$ cat config.mk
export PLATFORM = sky130hd
export DESIGN_NAME = multi_divider
export DESIGN_NICKNAME = d
export VERILOG_FILES = /design/src/rtl/multi_divider.sv
export SDC_FILE = /design/constraint.sdc
export NUM_CORES = 2
export LEC_CHECK = 0
export BUFFER_PORTS_ARGS = -buffer_cell sky130_fd_sc_hd__buf_2
export CORE_UTILIZATION = 40
export CTS_BUF_LIST = sky130_fd_sc_hd__clkbuf_8
export DETAILED_ROUTE_END_ITERATION = 8
export PLACE_DENSITY = 0.59
export REMOVE_ABC_BUFFERS = 1
export SKIP_LAST_GASP = 1
export SYNTH_ARGS = -nofsm -noshare
export SYNTH_HDL_FRONTEND = slang
export SYNTH_SLANG_ARGS = --single-unit
$ cat constraint.sdc
create_clock -name clk_in -period 14.8 [get_ports clk_in]
set_input_delay 2.22 -clock clk_in [delete_from_list [all_inputs] [get_ports clk_in]]
set_output_delay 2.22 -clock clk_in [all_outputs]
set_load 0.01 [all_outputs]
$ cat src/rtl/multi_divider.sv
// Bank of NCH independent programmable clock dividers. Each channel runs a
// period of P+1 cycles with H high cycles; new configs are double-buffered.

module multi_divider_ch #(
    parameter int WIDTH = 24
) (
    input  logic             clk_in,
    input  logic             rst,
    input  logic             en,
    input  logic             load_stb,
    input  logic             sync,
    input  logic [WIDTH-1:0] period,
    input  logic [WIDTH-1:0] high,
    output logic             clk_out,
    output logic             tick,
    output logic             pending
);

    typedef struct packed {
        logic [WIDTH-1:0] p;
        logic [WIDTH-1:0] h;
    } cfg_t;

    cfg_t             act;
    cfg_t             shd;
    cfg_t             cfg_in;
    cfg_t             cfg_new;
    logic [WIDTH-1:0] pos;
    logic [WIDTH-1:0] pos_inc;
    logic             run;
    logic             wrap;

    assign cfg_in  = '{p: period, h: high};
    assign wrap    = en & (~run | sync | (pos == act.p));
    // A strobe landing on the wrap edge bypasses the shadow entirely.
    assign cfg_new = load_stb ? cfg_in : (pending ? shd : act);
    // pos < act.p whenever this is used, so it cannot overflow.
    assign pos_inc = pos + 1'b1;

    always_ff @(posedge clk_in or posedge rst) begin
        if (rst) begin
            act     <= '0;
            shd     <= '0;
            pos     <= '0;
            run     <= 1'b0;
            tick    <= 1'b0;
            clk_out <= 1'b0;
            pending <= 1'b0;
        end else if (en) begin
            if (load_stb)
                shd <= cfg_in;
            if (wrap) begin
                pos     <= '0;
                run     <= 1'b1;
                tick    <= 1'b1;
                clk_out <= (cfg_new.h != '0);
                act     <= cfg_new;
                pending <= 1'b0;
            end else begin
                pos     <= pos_inc;
                tick    <= 1'b0;
                clk_out <= (pos_inc < act.h);
                if (load_stb)
                    pending <= 1'b1;
            end
        end else begin
            pos     <= '0;
            run     <= 1'b0;
            tick    <= 1'b0;
            clk_out <= 1'b0;
            if (load_stb) begin
                shd     <= cfg_in;
                pending <= 1'b1;
            end else if (pending && !run) begin
                // Idle channel: nothing to phase-align against, apply now.
                act     <= shd;
                pending <= 1'b0;
            end
        end
    end

endmodule

module multi_divider #(
    parameter int WIDTH = 24,
    parameter int NCH   = 4
) (
    input  logic                 clk_in,
    input  logic                 rst,
    input  logic [NCH-1:0]       en,
    input  logic [NCH*WIDTH-1:0] period,
    input  logic [NCH*WIDTH-1:0] high,
    input  logic                 load_stb,
    input  logic                 sync,
    output logic [NCH-1:0]       clk_out,
    output logic [NCH-1:0]       tick,
    output logic [NCH-1:0]       pending
);

    for (genvar i = 0; i < NCH; i++) begin : g_ch
        logic ch_clk;
        logic ch_tick;
        logic ch_pend;

        multi_divider_ch #(.WIDTH(WIDTH)) u_ch (
            .clk_in   (clk_in),
            .rst      (rst),
            .en       (en[i]),
            .load_stb (load_stb),
            .sync     (sync),
            .period   (period[i*WIDTH +: WIDTH]),
            .high     (high[i*WIDTH +: WIDTH]),
            .clk_out  (ch_clk),
            .tick     (ch_tick),
            .pending  (ch_pend)
        );

        assign clk_out[i] = ch_clk;
        assign tick[i]    = ch_tick;
        assign pending[i] = ch_pend;
    end

endmodule

After elaboration in Yosys (flattened, before gate mapping)

Cells that the tools add are included.

Register bits after elaboration: 496
Bits of input ports: 200
Output and inout bits: 12
Logic and storage cells: 185

Add/sub/neg operators: 4
Order comparisons: 4
Equality and inequality tests: 20
Multiplexer cells: 73
Bitwise operators: 16
Reductions and logical operators: 32

Operators by type and width:

| kind                                                  | number |
|---|---|
| 2-to-1 mux 48 bit                                     | 24 |
| 2-to-1 mux 24 bit                                     | 8 |
| adder 24 x 1 -> 24 bit, second input constant         | 4 |
| == test 24 bit                                        | 4 |
| less-than comparator 24 bit                           | 4 |
| nonzero test 24 bit                                   | 4 |
| 2-to-1 mux 1 bit                                      | 41 |
| inequality test 3 x 1 -> 1 bit, second input constant | 8 |
| AND reduction 4 bit                                   | 4 |
| AND reduction 3 bit                                   | 4 |
| nonzero test 3 bit                                    | 4 |
| inequality test 2 x 1 -> 1 bit, second input constant | 4 |
| inequality test 2 bit, second input constant          | 4 |
| bitwise OR 1 bit                                      | 8 |
| AND reduction 2 bit                                   | 4 |
| nonzero test 2 bit                                    | 4 |
| AND 1 bit                                             | 4 |
| logical AND 1 bit                                     | 4 |
| zero test 1 bit                                       | 4 |
| inverter 1 bit                                        | 4 |

Depth between registers and ports, before layout

Depth in word-level cells: 6
Mapped depth: 13
Mapped depth without buffers: 12

Hierarchy

Synthesis repeated with hierarchy kept, for this count alone.

Cell total of the unflattened synthesis: 2565
Area total of the unflattened synthesis: 26988.4 um^2

Modules (own cells, without submodules):

| module                               | instances | cells an instance | area an instance (um^2) | sequential area each (um^2) |
|---|---|---|---|---|
| multi_divider_ch at g_ch[1].u_ch ... | 2         | 643               | 6751.5                  | 3103.0 |
| multi_divider_ch at g_ch[3].u_ch     | 1         | 634               | 6741.5                  | 3103.0 |
| multi_divider_ch at g_ch[0].u_ch     | 1         | 633               | 6653.9                  | 3103.0 |
| multi_divider                        | 1         | 12                | 90.1                    | 0.0 |

Worst setup path before layout

OpenSTA, ideal clock, no wires.

Path type: input -> register
Start point: in load_stb
End point: reg g_ch[3].u_ch.clk_out
Library setup time: 118 ps
Arrival: 3967 ps
Required time: 14682 ps
Setup slack: 10715 ps
Cell stages on the path: 8
Buffers on the path: 2
Path through: buf_2 > buf_2 > nand2_1 > o21a_1 > nand4_1 > or4_1 > or4_1 > a21o_1

Cells in the longest elaborated chain, start to end: 4

RTL lines:

| what                 | RTL line | RTL |
|---|---|---|
| start, declared      | 93       | `input logic load_stb,` |
| 2-to-1 mux 48 bit    | 36       | `assign cfg_new = load_stb ? cfg_in : (pending ? shd : act);` |
| nonzero test 24 bit  | 56       | `clk_out <= (cfg_new.h != '0);` |
| 2-to-1 mux 1 bit     | 52       | `if (wrap) begin` |
| 2-to-1 mux 1 bit     | 49       | `end else if (en) begin` |
| end signal, assigned | 56       |  |
| end signal, assigned | 62       | `clk_out <= (pos_inc < act.h);` |
| end, declared        | 14       | `output logic clk_out,` |

No other way between the ends.
A chain may end at the register's enable or synchronous reset.

Final worst setup path

Start point: in load_stb
End point: reg g_ch[1].u_ch.act[0] in the netlist's numbering

Cells in the longest elaborated chain, start to end: 3
Elaborated cells between the ends (all ways): 5
Those cells by class: eq/ne (1); mux (3); reduce/logical (1)

RTL lines:

| what                 | RTL line | RTL |
|---|---|---|
| 2-to-1 mux 48 bit    | 36       |  |
| 2-to-1 mux 48 bit    | 52       |  |
| 2-to-1 mux 48 bit    | 49       |  |
| end signal, assigned | 57       | `act <= cfg_new;` |
| end, declared        | 24       | `cfg_t act;` |

Parallel ways exist; a longest one is shown, timed or not. The select of a mux whose other input is x is not followed.

==> results.toml <==
[run_status]
status = "finished, final reports clean"

[global_route]
overflow = 0
grt_pass1_vias = 20457
antenna_found_initial = 4
grt_usage_pct = 19.9
grt_max_degree = 182
grt_pass1_wl_um = 109000

[detailed_routing]
drt_iter0_drc = 1398
antenna_left = 0
routed_wirelength_um = 67100
drt_drc_violations_left = 0
wl_per_cell_um = 18.1
via_count = 19793
dr.pass1.iters = 5
avgViaCountPerCell = 5.34

[finish]
final_common_cell = "dfrtp_1"
nFillCells = 6250
synthToLayoutAreaGrowth_pct = 13.6
instances_no_fill = 3706
fin_nets = 3064
final_cell_mix = "496 x dfrtp_1, 243 x o21ai_0, 232 x inv_1, 210 x buf_2, 193 x mux2i_1"
utilization_pct = 46.0
drive_gt1_share_pct = 18.8
design_area_um2 = 30300
regArea_um2 = 12400
multi_input_area_um2 = 12800

[floorplanning]
ios = 212
die_height_um = 260
rows = 94
start_util_pct = 40.5
die_w_um = 260
die-area_um2 = 67800
floorplan.core_area_um2 = 65900

[place]
io_buffers = 211
place_ws_ps = 8120
gp_congestion = 0.836
dp_hpwl_um = 46100
dpl_cell_area_um2 = 28400
dp_cells = 3538

[synthesis]
synth.top_cell.area_share_pct = 46.5
synth_edf_count = 0
synth_seq_cells = 496
syn_area_um2 = 26700
synthSimpleGateAreaFrac_pct = 10.5
synth-xor-area-share_pct = 6.04
synthAdderAreaFrac_pct = 4.50
synthTopCellsByArea = "dfrtp_1 47%, mux2i_1 7.2%, mux2_2 6.1%, o21ai_0 4.6%, ha_1 4.5%"
synth_cell_types = 58
avgSynthCellArea_um2 = 10.3
yosys.area.top_type = "dfrtp_1"
ys_async_sr_fraction_pct = 100
ys.warnings.count = 0
synth_compound_area_share_pct = 13.5
synth_top_family_by_area = "compound AO/OA/AOI/OAI gates"
seq_area_frac_synth_pct = 46.5
synthFlopType = "dfrtp_1"
syn_inst = 2594
muxShareOfSynthArea_pct = 13.3

[power]
cellPowerDensity_nw_per_um2 = 120
seqPwrFrac_pct = 44.9
switchingPower_mw = 1.08
pwr-share-clk_pct = 37.9
switching_share_pct = 29.6
total_power_mw = 3.64
ir_worst_vdd_mv = 0.0753
p_leak_nw = 14.6
power.share.combinational_pct = 17.1
p_int_mw = 2.56

[job]
max_cap_viol_count = 0

[timing]
worst_pin_slew_ps = 1220
fmax_mhz = 166
finalSetupViolations = 0
timing.hold.ws_ps = 504
finalCritPeriodShare_pct = 40.6
slew_headroom_pct = 18.6
setup_tns_ps = 0
rsz0062_at_grt = "false"
hold_viol = 0
fin_ws_ps = 8790
slew_violations = 0
period_needed_ps = 6010
finalClockSkew_ps = 41.8

[clocking]
cts_buffers = 92
cts_resized = 0
clock_tree.buffer_depth = 3
cts_setup_buffers = 0
cts_tree = "done"
cts_sinks = 496
ctsHoldBuffers = 0
clk_latency_ps = 700
cts.clk_slew.worst_paths_ps = 60
htree_levels = 3
clock-root-buffer = "clkbuf_8"

[worst_setup_path]
start_kind = "primary input"
path_class = "primary input to flip-flop"
setup.worst_path.end_class = "flip-flop"
crit_fanout = 103
arrival_ps = 6580
required_ps = 15370

[worst_hold_path]
holdCritPathClass = "flip-flop to flip-flop"
-- worst max-delay path, stage by stage --
cell and delay (ps):
buf_8 440, buf_4 650, buf_4 600, buf_4 820, inv_1 260, a21oi_1 190
o21ai_0 130, or2_2 640, mux2_2 390
-- final cells by class --
type / count / area share (%)
Antenna cell: 2 / 0.0165
Clock buffer: 113 / 5.13
Clock inverter: 53 / 1.25
Inverter: 208 / 2.60
Multi-Input combinational cell: 1733 / 42.3
Sequential cell: 496 / 40.9
Tap cell: 864 / 3.57
Timing Repair Buffer: 237 / 4.20
-- registers in the layout, indices dropped and copies added, names as in the netlist --
| signal | count |
|---|---|
| g_ch.u_ch.tick | 4 |
| g_ch.u_ch.pos | 96 |
| g_ch.u_ch.pending | 4 |
| g_ch.u_ch.run | 4 |
| g_ch.u_ch.act | 192 |
| g_ch.u_ch.clk_out | 4 |
| g_ch.u_ch.shd | 192 |
-- cells in the mapped netlist, drive strengths merged (4+ instances only) --
library cell,count
dfrtp,496
nor2b,92
and2,6
xor2,104
o21ai,244
a22o,47
nand2,163
or2,5
a31oi,4
a211oi,25
nand2b,5
and3,22
nor3,18
and4,15
a221oi,56
mux2i,193
ha,96
a211o,4
o21a,65
a21o,16
nor4,32
buf,68
o32ai,13
inv,208
o211ai,4
clkbuf,89
nand3,45
a21oi,53
nand4,51
mux2,144
xnor2,80
nor2,103
-- path summary, 6_finish.rpt --
kind / depth (start not counted) / slack [ps] / startpoint / endpoint
max: 9 / 8790 / load_stb / g_ch[1].u_ch.act[0]
min: 1 / 500 / g_ch[1].u_ch.shd[46] / g_ch[1].u_ch.shd[46]
max reg2reg: 12 / 11280 / g_ch[3].u_ch.pos[0] / g_ch[3].u_ch.clk_out
min reg2reg: 1 / 500 / g_ch[1].u_ch.shd[46] / g_ch[1].u_ch.shd[46]
max in group asynchronous: 4 / 10820 / rst / g_ch[3].u_ch.act[38]
min in group asynchronous: 2 / 1660 / rst / g_ch[2].u_ch.shd[16]
-- logic make-up (layout without fill, tap and decap cells) --
logic type / count (synthesis) / in the layout
and+or+nand+nor: 561 / 561
adders and majority gates: 96 / 96
buffers and inverters: 365 / 611
muxes: 337 / 337
other: 0 / 2
AOI/OAI and AO/OA: 555 / 555
DFF: 496 / 496
xor gates and xnor gates: 184 / 184
-- power by group through the flow --
stage	Sequential, mW	Combinational [mW]	Clock [mW]
after floorplan	1.63	0.428	0
after global placement	1.65	0.604	0
after detailed placement	1.66	0.627	0
after CTS	1.64	0.631	1.42
after global routing	1.66	0.701	1.48
final	1.63	0.623	1.38
-- per-layer routing --
layer / up-vias / GRT usage (%) / routed length, µm
met3: 128 / 3.77 / 2910
li1: 9469 / - / -
met4: 4 / 6.42 / 1730
met1: 9761 / 26.9 / 30800
met5: - / 0 / 22
met2: 431 / 32.2 / 31600
Power figures use the tool's default switching activity.
